<file path="config.mk">
export PLATFORM = sky130hd
export DESIGN_NAME = pc_sequencer
export DESIGN_NICKNAME = d
export VERILOG_FILES = /design/src/rtl/pc_sequencer.sv
export SDC_FILE = /design/constraint.sdc
export NUM_CORES = 1
export LEC_CHECK = 0
export BUFFER_PORTS_ARGS = -buffer_cell sky130_fd_sc_hd__buf_2
export CAP_MARGIN = 20
export CORE_UTILIZATION = 50
export CTS_BUF_LIST = sky130_fd_sc_hd__clkbuf_8
export DETAILED_ROUTE_END_ITERATION = 10
export GPL_ROUTABILITY_DRIVEN = 0
export PLACE_DENSITY = 0.92
export SYNTH_ARGS = -nofsm -noshare
export SYNTH_HDL_FRONTEND = slang
export SYNTH_SLANG_ARGS = --single-unit
</file>
<file path="constraint.sdc">
create_clock -name clk -period 5.9 [get_ports clk]
set_clock_uncertainty 0.15 [all_clocks]
set_input_delay 0.295 -clock clk [delete_from_list [all_inputs] [get_ports clk]]
set_output_delay 0.295 -clock clk [all_outputs]
set_load 0.02 [all_outputs]
</file>
<file path="src/rtl/pc_sequencer.sv">
// Front-end PC sequencer: owns the PC, fetches from imem and holds the word for execute.
// Optional retirement counter port instret is built when PC_PERF_CNT_EN is defined.
module pc_sequencer #(
    parameter logic [31:0] RESET_VECTOR = 32'h0000_0000
) (
    input  logic        clk,
    input  logic        rst,
    output logic        imem_req,
    output logic [31:0] imem_addr,
    input  logic        imem_ready,
    input  logic [31:0] imem_rdata,
    output logic [31:0] instr,
    output logic        instr_valid,
    output logic [31:0] pc_out,
    input  logic        ex_done,
    input  logic        stall,
    input  logic        branch_taken,
    input  logic        is_jal,
    input  logic        is_jalr,
    input  logic [31:0] sb_target,
    input  logic [31:0] uj_target,
    input  logic [31:0] jalr_target,
    output logic        trap,
    output logic [31:0] trap_addr
`ifdef PC_PERF_CNT_EN
    ,
    output logic [31:0] instret
`endif
);

    typedef enum logic [1:0] {
        BOOT,
        FETCH,
        EXEC,
        TRAP
    } state_t;

    state_t      state;
    state_t      state_nxt;
    logic [31:0] pc;
    logic [31:0] pc_inc;
    logic [31:0] jalr_aligned;
    logic [31:0] next_pc;
    logic        misaligned;
    logic        ld_instr;
    logic        retire;
    logic        trap_q;
    logic [31:0] trap_addr_q;
    logic [31:0] instr_q;

    assign pc_inc       = pc + 32'd4;
    assign jalr_aligned = jalr_target & ~32'h1;

    // JALR outranks JAL, which outranks a taken branch.
    always_comb begin
        next_pc = pc_inc;
        if (is_jalr) begin
            next_pc = jalr_aligned;
        end else if (is_jal) begin
            next_pc = uj_target;
        end else if (branch_taken) begin
            next_pc = sb_target;
        end
    end

    assign misaligned = (next_pc[1:0] != 2'b00);

    always_comb begin
        state_nxt = state;
        ld_instr  = 1'b0;
        retire    = 1'b0;
        unique case (state)
            BOOT: begin
                state_nxt = FETCH;
            end
            FETCH: begin
                if (imem_ready) begin
                    ld_instr  = 1'b1;
                    state_nxt = EXEC;
                end
            end
            EXEC: begin
                if (ex_done && !stall) begin
                    retire    = 1'b1;
                    state_nxt = misaligned ? TRAP : FETCH;
                end
            end
            TRAP: begin
                state_nxt = TRAP;
            end
            default: begin
                state_nxt = BOOT;
            end
        endcase
    end

    always_ff @(posedge clk or posedge rst) begin
        if (rst) begin
            state       <= BOOT;
            pc          <= RESET_VECTOR;
            instr_q     <= 32'h0;
            trap_q      <= 1'b0;
            trap_addr_q <= 32'h0;
        end else begin
            state <= state_nxt;
            if (ld_instr) begin
                instr_q <= imem_rdata;
            end
            // A trapping retirement leaves pc on the faulting instruction.
            if (retire) begin
                if (misaligned) begin
                    trap_q      <= 1'b1;
                    trap_addr_q <= next_pc;
                end else begin
                    pc <= next_pc;
                end
            end
        end
    end

`ifdef PC_PERF_CNT_EN
    logic [31:0] instret_q;

    always_ff @(posedge clk or posedge rst) begin
        if (rst) begin
            instret_q <= 32'h0;
        end else if (retire) begin
            instret_q <= instret_q + 32'd1;
        end
    end

    assign instret = instret_q;
`endif

    assign imem_req    = (state == FETCH);
    assign imem_addr   = pc;
    assign instr       = instr_q;
    assign instr_valid = (state == EXEC);
    assign pc_out      = pc;
    assign trap        = trap_q;
    assign trap_addr   = trap_addr_q;

endmodule

</file>
**Yosys cells after proc, flatten, opt, wreduce, memory -nomap -nowiden**

Cells that the tools add are included.

- Add/sub/neg operators: 1
- Equal/unequal tests: 5
- Multiplexer cells: 11
- Bitwise gates (word level): 1
- Reduce and logical (&&, ||, !) cells: 7

Operator list:

| kind | number |
|---|---|
| 32-bit two-way mux | 3 |
| 32-bit by 3-bit adder with 32-bit output, second input constant | 1 |
| 2-bit case mux with 4 select lines | 1 |
| 2-bit two-way mux | 3 |
| 2-bit AND reduction | 3 |
| 2-bit equality test, second input constant | 2 |
| 1-bit two-way mux | 4 |
| 2-bit by 1-bit != test with 1-bit output, second input constant | 2 |
| 2-bit by 1-bit equality test with 1-bit output, second input constant | 1 |
| 2-bit logical NOT | 1 |
| 2-bit nonzero test | 1 |
| 1-bit logical AND | 1 |
| 1-bit logical NOT | 1 |
| 1-bit NOT | 1 |

- Register bits: 99
- Input bits: 136

**Longest topological paths before layout**

Gate-level depths: netlist (run 1).

- Word-level depth: 8
- Depth in mapped cells: 8

**Worst setup path after synthesis (run 1)**

No wires, ideal clock.

- Path kind: flip-flop to flip-flop
- From: reg pc[2], in the netlist imem_addr[2]
- To: reg pc[24], in the netlist imem_addr[24]
- Setup time: 0.121 ns
- Arrival time: 2.379 ns
- Required time: 5.629 ns
- Path slack: 3.250 ns
- Stages on the path, launching flop included: 8
- Clock period less this slack: 2.650 ns
- Path through: dfrtp_1 > ha_1 > nand3_1 > or4_1 > clkbuf_1 > o311ai_1 > nand3_1 > a22o_1

- Cells in the longest elaborated chain, start to end: 4

RTL lines:

| item | RTL line | text |
|---|---|---|
| start: declaration | 40 | `logic [31:0] pc;` |
| start signal: assignment | 115 | `pc <= next_pc;` |
| 32-bit by 3-bit adder with 32-bit output | 51 | `assign pc_inc = pc + 32'd4;` |
| 32-bit two-way mux | 61 | `end else if (branch_taken) begin` |
| 32-bit two-way mux | 59 | `end else if (is_jal) begin` |
| 32-bit two-way mux | 57 | `if (is_jalr) begin` |

No other way between the ends.
A chain may end at the register's enable or synchronous reset.

**Worst setup path after layout (run 1)**

Same ends and word-level chain as after synthesis.

==> impl_results.md, run 1 <==
- Outcome: complete, no violations
- Core area: 0.0105 sq mm
- CP delay by family, top: simple AND/OR/NAND/NOR gates
- I/O pins: 267
- Commonest non-fill, non-tap cells in the layout: buf_2, nand2_1, dfrtp_1, o21ai_0
- Avg Inst Size Synth: 9.02 sq um
- First-pass DRT Iterations: 4
- RSZ-0062 raised after global routing: no
- Crit path launch type: flip-flop
- Worst Tran Pin Value: 0.880 ns
- Worst-path fanout max: 12
- Worst path max stage delay: 0.86 ns
- Max Cap Viol: 0
- CTS max path bufs: 2
- Dominant synthesized flop cell: dfrtp_1
- Most frequent CP cell: nand3_1
- Buffers and inverters on the worst path: 0
- Top cell type's share of synthesized area: 45.3%
- Post-route ant nets: 0
- Clock Latency Late Sink: 0.36 ns
- Sw frac: 36.4%
- Area Growth Syn to Fin: 28.1%
- Setup Viol. Count Final: 0
- Setup tns final: 0 ns
- Port Buffers: 265
- Dpl hpwl: 12000 microns
- Vias per cell: 5.65
- Initial antenna violation count: 0
- Root Buffer: clkbuf_8
- Clk slew on worst S/H paths: 0.09 ns
- Grt total ovfl: 0
- Hold Crit Class: in -> reg
- Peak supply drop: 0.157 mV
- H-tree depth: 3
- Critical Path RT: 6.05 ns
- Mapped Nets: 743
- Slowest cell on the critical path: or4_1
- Area after DPL: 0.00663 sq mm
- Arr. time, crit path: 3.12 ns
- First-pass GRT wire length: 25700 microns
- Cell internal pwr: 1.20 mW
- P_leak: 3.58 nW
- Final wirelength: 16900 microns
- Fmax: 0.337 GHz
- Setup CP Type: reg -> reg
- Vias in the first global route: 5108
- Number of cells produced by synthesis: 606
- Largest net degree at the start of global routing: 63
- Fillcell total: 857
- Total CTS buffers: 9
- Finished Cell Area: 0.00700 sq mm
- Ys async rst share: 100%
- Pwr Density: 270 mW/mm^2
- Syn. warnings: 0
- Unique masters post-synth: 50
- Number of flops mapped to enable cells by yosys: 0
- Residual DRC: 0
- Util after Layout: 66.9%
- Final WS setup: 2.93 ns
- Synthesized area: 0.00547 sq mm
- Commonest non-fill, non-tap cell in the layout: buf_2
- Seq cells post-synth: 99
- Count of pins over their slew limit: 0
- NetSw: 688 uW
- CTS tree: done
- ANT cells: 0
- Final hold vios: 0
- Min cycle time layout: 2.97 ns
- Die area: 0.0114 sq mm
- Worst slew margin: 41.3%
- Seq/Total Area, Yosys: 45.3%
- Setup WS pre-CTS: 2.62 ns
- Die Span Y: 107 microns
- Sequential share of power: 46.6%
- Tcrit/Tclk final: 50.3%
- Combinational power share: 30.6%
- Initial Util: 52.3%
- Routed len/inst: 17.4 microns
- Crit-path cells: ha_1, nand3_1, or4_1, or4b_1, nand3_1, a22o_1
- Crit end category: flip-flop
- Standard-cell rows: 37
- CTS sink cnt: 99
- Share of layout cells above drive strength 1: 39.0%
- GRT Total Usage: 29.4%
- 1st-iter DRT viols: 251
- Final Hold Slack: 0.0169 ns
- Synth area leaders: dfrtp_1, nand2_1, mux2_2
- Clk pwr share: 22.8%
- Layout Nets: 967
- Vias: 5484
- Leading area contributor after synthesis: dfrtp_1
- Die width: 107 microns
[final cells by class]
| cell class | instances | area, sq um | area share [%] |
|---|---|---|---|
| clock inverter | 7 | 67.6 | 0.965 |
| clock buffer | 9 | 124 | 1.77 |
| tap | 136 | 170 | 2.43 |
| inverter | 9 | 36.3 | 0.518 |
| timing repair buffer | 287 | 1570 | 22.4 |
| sequential | 99 | 2480 | 35.4 |
| multi-input combinational | 424 | 2560 | 36.5 |
[synthesized netlist by cell type (5+ instances only)]
| master | instances |
|---|---|
| o21ai_0 | 44 |
| nor4_1 | 12 |
| dfrtp_1 | 99 |
| a21oi_1 | 23 |
| o211ai_1 | 5 |
| nand3_1 | 10 |
| nor3_1 | 16 |
| mux2_2 | 34 |
| nand2b_1 | 6 |
| nor2_1 | 24 |
| o31a_1 | 9 |
| nor2b_1 | 6 |
| clkbuf_1 | 37 |
| nand2_1 | 115 |
| o31ai_1 | 34 |
| buf_4 | 32 |
| o22ai_1 | 20 |
| nand4_1 | 8 |
| inv_1 | 9 |
[cell families (layout without fill, tap and decap cells)]
group	after synthesis	after routing	synth area share, %
buf+inv	83	312	7.92
flops	99	99	45.3
simple gates	217	217	18.5
fa+ha+maj	1	1	0.229
compound gates	162	162	19.4
mux	37	37	7.55
xor+xnor	7	7	1.12
[path summary, 6_finish.rpt]
path                                       to           from  slack (ns)  cells after the start
worst max-delay path            imem_addr[24]   imem_addr[2]        2.93                      6
worst min-delay path                 instr[1]  imem_rdata[1]        0.02                      2
worst max register to register  imem_addr[24]   imem_addr[2]        2.93                      6
worst min register to register  trap_addr[31]  trap_addr[31]        0.33                      2
max in group asynchronous       trap_addr[21]            rst        4.09                      4
min in group asynchronous            instr[0]            rst        0.35                      3
[routing by layer]
layer	track usage, %	vias up	wire (microns)
met1	35.2	2590	6700
met3	4.68	27	1190
met4	10.3	0	326
li1	-	2612	-
met2	53.1	255	8690
met5	0	-	0
[registers in the layout, summed over array words and instances (netlist names)]
register and flops:
instr 32, state 2, trap 1, imem_addr 32, trap_addr 32
[power by group through the flow]
stage	Combinational, mW	Clock, mW	Sequential [mW]
floorplan	0.251	0	1.00
finish	0.578	0.430	0.880
detailed placement	0.571	0	0.890
global placement	0.558	0	0.884
global route	0.624	0.471	0.895
CTS	0.578	0.441	0.877
[per-stage QoR]
step                      instances  power [mW]
after floorplan                 606        1.25
after CTS                       966        1.90
after global placement          936        1.44
after detailed placement        938        1.46
final                           971        1.89
after global routing            971        1.99
[what timing repair did]
item,in CTS,in global routing
endpoints found under the hold margin,51,3
resized for setup,0,0
hold buffers,12,3
buffers inserted,0,0
Power figures use the tool's default switching activity.
==> run 2: changes to the inputs <==
--- a/config.mk
+++ b/config.mk
@@ -5,13 +5,14 @@
 export SDC_FILE = /design/constraint.sdc
 export NUM_CORES = 1
 export LEC_CHECK = 0
+export ABC_AREA = 1
 export BUFFER_PORTS_ARGS = -buffer_cell sky130_fd_sc_hd__buf_2
 export CAP_MARGIN = 20
-export CORE_UTILIZATION = 50
+export CORE_UTILIZATION = 44
 export CTS_BUF_LIST = sky130_fd_sc_hd__clkbuf_8
 export DETAILED_ROUTE_END_ITERATION = 10
 export GPL_ROUTABILITY_DRIVEN = 0
-export PLACE_DENSITY = 0.92
+export PLACE_DENSITY = 0.85
 export SYNTH_ARGS = -nofsm -noshare
 export SYNTH_HDL_FRONTEND = slang
 export SYNTH_SLANG_ARGS = --single-unit
==> constraint.sdc (replaced) <==
create_clock -name clk -period 2.68 [get_ports clk]
set_clock_uncertainty 0.15 [all_clocks]
set_input_delay 0.134 -clock clk [delete_from_list [all_inputs] [get_ports clk]]
set_output_delay 0.134 -clock clk [all_outputs]
set_load 0.02 [all_outputs]
==> impl_results.md, run 2 <==
- Number of cells produced by synthesis: 854 (was 606)
- Setup tns final: 0 ns (unchanged)
- RSZ-0062 raised after global routing: no (unchanged)
- Fmax: 0.386 GHz (was 0.337 GHz)
- Critical Path RT: 2.82 ns (was 6.05 ns)
- Hold Path Sink: imem_addr[7] (was instr[1])
- Worst-path fanout max: 6 (was 12)
- Top cell type's share of synthesized area: 42.1% (was 45.3%)
- Commonest non-fill, non-tap cell in the layout: nand2_1 (was buf_2)
- Crit end category: flip-flop (unchanged)
- Arr. time, crit path: 2.73 ns (was 3.12 ns)
- Final wirelength: 21800 microns (was 16900 microns)
- Setup CP Type: reg -> reg (unchanged)
- Grt total ovfl: 0 (unchanged)
- R2R Path Start: imem_addr[9] (was imem_addr[2])
- Routed len/inst: 15.9 microns (was 17.4 microns)
- Unique masters post-synth: 30 (was 50)
- GRT Total Usage: 31.7% (was 29.4%)
- Finished Cell Area: 0.00848 sq mm (was 0.00700 sq mm)
- Syn. warnings: 0 (unchanged)
- Peak supply drop: 0.578 mV (was 0.157 mV)
- Reg2Reg Setup Slack: 0.09 ns (was 2.93 ns)
- Routed wl met3: 1930 microns (was 1190 microns)
- Count of pins over their slew limit: 0 (unchanged)
- Reg-to-reg endpoint: imem_addr[25] (was imem_addr[24])
- Commonest non-fill, non-tap cells in the layout: nand2_1, buf_2, dlygate4sd3_1, dfrtp_1, nor2_1 (was buf_2, nand2_1, dfrtp_1, o21ai_0)
- Standard-cell rows: 41 (was 37)
- Worst Tran Pin Value: 0.927 ns (was 0.880 ns)
- Min cycle time layout: 2.59 ns (was 2.97 ns)
- Share of layout cells above drive strength 1: 29.3% (was 39.0%)
- Reg2reg path depth: 12 (was 6)
- Total CTS buffers: 9 (unchanged)
- Max Cap Viol: 0 (unchanged)
- First-pass GRT wire length: 34800 microns (was 25700 microns)
- Largest net degree at the start of global routing: 100 (was 63)
- Top Layer Used: met5 (was met4)
- Post-route ant nets: 0 (unchanged)
- Tcrit/Tclk final: 96.6% (was 50.3%)
- Synthesized area: 0.00588 sq mm (was 0.00547 sq mm)
- Crit-path cells: nand2_1, nor2_2, nand2_1, nor2_1, nand2_1, nand2_1, nand3_1, nand2_1, nand2_1, nand3_1, dlygate4sd3_1, nand2_1 (was ha_1, nand3_1, or4_1, or4b_1, nand3_1, a22o_1)
- 1st-iter DRT viols: 557 (was 251)
- Mapped Nets: 991 (was 743)
- Leading area contributor after synthesis: dfrtp_1 (unchanged)
- Core area: 0.0128 sq mm (was 0.0105 sq mm)
- Layout Nets: 1325 (was 967)
- Residual DRC: 0 (unchanged)
- Worst Hold Path Cells: 7 (was 2)
- Vias: 7174 (was 5484)
- Seq/Total Area, Yosys: 42.1% (was 45.3%)
- Vias in the first global route: 7074 (was 5108)
- H-tree depth: 3 (unchanged)
- Crit path launch type: flip-flop (unchanged)
- Routed length on met2: 10700 microns (was 8690 microns)
- P_leak: 4.42 nW (was 3.58 nW)
- Pwr Density: 919 mW/mm^2 (was 270 mW/mm^2)
- Number of flops mapped to enable cells by yosys: 0 (unchanged)
- Setup Viol. Count Final: 0 (unchanged)
- I/O pins: 267 (unchanged)
- Ys async rst share: 100% (unchanged)
- Vias per cell: 5.25 (was 5.65)
- Seq cells post-synth: 99 (unchanged)
- Met1 Wirelength: 8190 microns (was 6700 microns)
- Die width: 118 microns (was 107 microns)
- Worst slew margin: 38.1% (was 41.3%)
- Area Growth Syn to Fin: 44.1% (was 28.1%)
- Root Buffer: clkbuf_8 (unchanged)
- Clk slew on worst S/H paths: 0.10 ns (was 0.09 ns)
- Initial Util: 45.9% (was 52.3%)
- Hold Crit Class: in -> reg (unchanged)
- Die Span Y: 118 microns (was 107 microns)
- CTS max path bufs: 2 (unchanged)
- Die area: 0.0138 sq mm (was 0.0114 sq mm)
- CTS tree: done (unchanged)
- Fillcell total: 1009 (was 857)
- Final hold vios: 0 (unchanged)
- Clock Latency Late Sink: 0.39 ns (was 0.36 ns)
- Most instantiated cells after synthesis: nand2_1, dfrtp_1, nor2_1, nand3_1, o21ai_0 (was nand2_1, dfrtp_1, o21ai_0, clkbuf_1)
- First-pass DRT Iterations: 6 (was 4)
- Outcome: complete, no violations (unchanged)
- Port Buffers: 265 (unchanged)
- Initial antenna violation count: 2 (was 0)
- Worst path max stage delay: 0.55 ns (was 0.86 ns)
- Worst min-delay path startpoint: sb_target[7] (was imem_rdata[1])
- Area after DPL: 0.00709 sq mm (was 0.00663 sq mm)
- Most frequent cell after synthesis: nand2_1 (unchanged)
- CTS sink cnt: 99 (unchanged)
- Slowest cell on the critical path: dlygate4sd3_1 (was or4_1)
- Synth area leaders: dfrtp_1, nand2_1, nand3_1 (was dfrtp_1, nand2_1, mux2_2)
- Most frequent CP cell: nand2_1 (was nand3_1)
- Avg Inst Size Synth: 6.89 sq um (was 9.02 sq um)
- Dominant synthesized flop cell: dfrtp_1 (unchanged)
- Dpl hpwl: 13900 microns (was 12000 microns)
## run 2: changes by cell type after synthesis, sizes merged, moves of 9 or more
cell / previous run / this run
nand2: 115 / 342
nor4: 12 / 0
mux2: 34 / 0
o22ai: 20 / 0
clkbuf: 38 / 17
nor3: 16 / 1
nand3: 10 / 82
inv: 9 / 41
nor2: 24 / 101
or2: 1 / 25
o31ai: 34 / 0
o31a: 9 / 0
buf: 36 / 52
## run 2: how the worst max path moves through the flow
stage                            start  slack (ns)  cells past startpoint       endpoint
after detailed placement  imem_addr[2]        0.54                     12  trap_addr[30]
after CTS                 imem_addr[2]        0.03                     12  trap_addr[18]
after global routing      imem_addr[3]        0.02                     13  imem_addr[24]
final                     imem_addr[9]        0.09                     12  imem_addr[25]
after floorplan           imem_addr[3]        0.75                     12  trap_addr[26]
after global placement    imem_addr[2]        0.59                     12  trap_addr[30]
## run 2: layout make-up
type                       instances  area (sq um)  share of cell area (%)
multi-input combinational        645          2850                    33.6
timing repair buffer             392          2580                    30.4
sequential                        99          2480                    29.3
tap                              172           215                    2.54
inverter                          41           163                    1.92
clock buffer                       9           124                    1.46
clock inverter                     7          61.3                   0.723
antenna                            1          2.50                  0.0295
## run 2: report_power, final
part           switching (mW)  internal [mW]  total [mW]
Sequential              0.745           2.20        2.94
Combinational            2.56           1.35        3.91
Clock                   0.585          0.355       0.940
## run 2: routing by layer
metal | vias up | track usage [%]
met3 | 89 | 7.36
met4 | 2 | 17.5
met2 | 454 | 55.9
met5 | - | 0
li1 | 3314 | -
met1 | 3315 | 35.0
## run 2: repair_timing
action | CTS | global route
buffers inserted | 0 | 2
setup endpoints to repair | 0 | 18
endpoints found under the hold margin | 193 | 0
hold buffers | 115 | 0
resized for setup | 0 | 16
## run 2: kinds of logic after synthesis
family	share of synthesized area, %
flip-flops	42.1
adder cells (fa/ha/maj)	0.213
AND/OR/NAND/NOR	39.6
buffers and inverters	9.89
AO/OA/AOI/OAI	6.94
XOR/XNOR	1.19
## run 2: metrics by stage
step / std cells / utilization [%] / hold WS (ns) / setup WS, ns / total power [mW]
CTS: 1363 / 65.7 / 0.00210 / 0.0264 / 7.65
finish: 1366 / 66.1 / 0.0240 / 0.0918 / 7.79
global route: 1365 / 66.1 / 0.0319 / 0.0159 / 8.26
global placement: 1232 / 55.3 / 0.179 / 0.587 / 6.48
floorplan: 854 / - / 0.101 / 0.754 / 5.41
detailed placement: 1232 / 55.3 / 0.187 / 0.540 / 6.58
## run 2: critical path, delay by kind of cell (launching register included)
kind	cells	cell delay [ns]
simple gates	11	1.31
buf+inv	1	0.55
flops	1	0.47
==> run 3: changes to the inputs <==
--- a/config.mk
+++ b/config.mk
@@ -13,6 +13,7 @@
 export DETAILED_ROUTE_END_ITERATION = 10
 export GPL_ROUTABILITY_DRIVEN = 0
 export PLACE_DENSITY = 0.85
+export REMOVE_ABC_BUFFERS = 1
 export SYNTH_ARGS = -nofsm -noshare
 export SYNTH_HDL_FRONTEND = slang
 export SYNTH_SLANG_ARGS = --single-unit
==> impl_results.md, run 3 (synthesis results as in run 2) <==
- Outcome: complete, no violations (unchanged)
- Largest net degree at the start of global routing: 58 (was 100)
- Root Buffer: clkbuf_8 (unchanged)
- Sequential share of power: 38.6% (was 37.8%)
- Setup WS pre-CTS: 0.470 ns (was 0.540 ns)
- Crit end category: flip-flop (unchanged)
- Die Span Y: 118 microns (unchanged)
- Routed len/inst: 15.8 microns (was 15.9 microns)
- Pwr Density: 922 mW/mm^2 (was 919 mW/mm^2)
- Clock Latency Late Sink: 0.39 ns (about the same)
- Initial Util: 45.9% (unchanged)
- Residual DRC: 0 (unchanged)
- Total CTS buffers: 9 (unchanged)
- I/O pins: 267 (unchanged)
- Commonest non-fill, non-tap cell in the layout: nand2_1 (unchanged)
- Vias: 6945 (was 7174)
- Commonest non-fill, non-tap cells in the layout: nand2_1, buf_2, dlygate4sd3_1, nor2_1, dfrtp_1 (was nand2_1, buf_2, dlygate4sd3_1, dfrtp_1, nor2_1)
- Tcrit/Tclk final: 94.8% (was 96.6%)
- Layout Nets: 1321 (was 1325)
- Crit path launch type: flip-flop (unchanged)
- Cell internal pwr: 3.91 mW (was 3.90 mW)
- Setup CP Type: reg -> reg (unchanged)
- Sw frac: 49.7% (was 49.9%)
- Port Buffers: 265 (unchanged)
- Fillcell total: 1028 (was 1009)
- Max Cap Viol: 0 (unchanged)
- Grt total ovfl: 0 (unchanged)
- Standard-cell rows: 41 (unchanged)
- Peak supply drop: 0.571 mV (was 0.578 mV)
- Vias in the first global route: 6862 (was 7074)
- H-tree depth: 3 (unchanged)
- First-pass DRT Iterations: 5 (was 6)
- CTS tree: done (unchanged)
- Dpl hpwl: 13600 microns (was 13900 microns)
- Post-route ant nets: 0 (unchanged)
- Die width: 118 microns (unchanged)
- 1st-iter DRT viols: 602 (was 557)
- First-pass GRT wire length: 34300 microns (was 34800 microns)
- CTS max path bufs: 2 (unchanged)
- Share of layout cells above drive strength 1: 29.7% (was 29.3%)
- NetSw: 3.86 mW (was 3.89 mW)
- Final hold vios: 0 (unchanged)
- Worst Tran Pin Value: 0.927 ns (about the same)
- Worst slew margin: 38.1% (about the same)
- Die area: 0.0138 sq mm (unchanged)
- Combinational power share: 49.3% (was 50.1%)
- Setup tns final: 0 ns (unchanged)
- Fmax: 0.393 GHz (was 0.386 GHz)
- Final wirelength: 21500 microns (was 21800 microns)
- Hold Crit Class: in -> reg (unchanged)
- Initial antenna violation count: 2 (unchanged)
- Final WS setup: 0.138 ns (was 0.0918 ns)
- CTS sink cnt: 99 (unchanged)
- Post-layout power: 7.78 mW (was 7.79 mW)
- Vias per cell: 5.10 (was 5.25)
- P_leak: 4.40 nW (was 4.42 nW)
- Critical Path RT: 2.86 ns (was 2.82 ns)
- Core area: 0.0128 sq mm (unchanged)
- Arr. time, crit path: 2.72 ns (was 2.73 ns)
- Setup Viol. Count Final: 0 (unchanged)
- Min cycle time layout: 2.54 ns (was 2.59 ns)
- GRT Total Usage: 31.4% (was 31.7%)
- Area Growth Syn to Fin: 43.4% (was 44.1%)
- Clk slew on worst S/H paths: 0.10 ns (about the same)
- Worst-path fanout max: 6 (unchanged)
- Count of pins over their slew limit: 0 (unchanged)
- Clk pwr share: 12.1% (about the same)
## run 3: changes by cell type in the layout (fill, tap and decap cells not counted), sizes merged
cell / previous run / this run
clkbuf: 9 / 10
clkinv: 3 / 1
dlygate4sd3: 115 / 111
clkinvlp: 2 / 3
## run 3: final timing paths
| check | start | end | slack [ns] | cells past startpoint |
|---|---|---|---|---|
| max | imem_addr[2] | imem_addr[10] | 0.14 | 10 |
| min | sb_target[7] | imem_addr[7] | 0.02 | 7 |
| max reg2reg | imem_addr[2] | imem_addr[10] | 0.14 | 10 |
| min reg2reg | instr[2] | instr[2] | 0.33 | 2 |
| max in group asynchronous | rst | imem_addr[10] | 1.43 | 4 |
| min in group asynchronous | rst | instr[21] | 0.20 | 3 |
## run 3: critical path, stage by stage, from the launching register on
cell and delay [ns]:
dfrtp_2 0.44, ha_2 0.24, nand2_1 0.10, nor2_4 0.20
nand2_2 0.14, xnor2_1 0.18, nor2_1 0.05, o21ai_0 0.25
nand3_1 0.11, dlygate4sd3_1 0.57, nand2_1 0.06
## run 3: power groups by stage
stage | clock [mW] | sequential [mW] | combinational (mW)
final | 0.944 | 3.00 | 3.83
after global routing | 1.02 | 3.10 | 4.14
after CTS | 0.953 | 2.95 | 3.75
after detailed placement | 0 | 2.95 | 3.64
after global placement | 0 | 2.95 | 3.55
after floorplan | 0 | 3.96 | 1.09
## run 3: stage by stage
stage               cell area [sq um]  cells  util [%]  hold slack [ns]
CTS                              8390   1360      65.4          0.00103
finish                           8440   1362      65.8           0.0239
detailed placement               7100   1233      55.3           0.0828
floorplan                        5460    785         -            0.101
global route                     8440   1362      65.8           0.0269
global placement                 7100   1233      55.3           0.0750
## run 3: layer usage
metal	wire, microns	vias up	track usage [%]
met5	11	-	0
met1	8520	3172	37.3
met3	1730	72	6.25
met2	10400	389	53.8
li1	-	3310	-
met4	797	2	16.1
## run 3: layout make-up
cell class | instances | area, sq um | area share [%]
Inverter | 41 | 159 | 1.88
Sequential cell | 99 | 2490 | 29.5
Tap cell | 172 | 215 | 2.55
Antenna cell | 1 | 2.50 | 0.0297
Clock inverter | 6 | 47.5 | 0.564
Multi-Input combinational cell | 645 | 2840 | 33.7
Clock buffer | 10 | 138 | 1.63
Timing Repair Buffer | 388 | 2540 | 30.1
## run 3: timing repair
| action | CTS | global route |
|---|---|---|
| endpoints found under the hold margin | 138 | 0 |
| resized for setup | 0 | 18 |
| setup buffers | 0 | 1 |
| hold buffers | 111 | 0 |
| setup endpoints to repair | 0 | 11 |
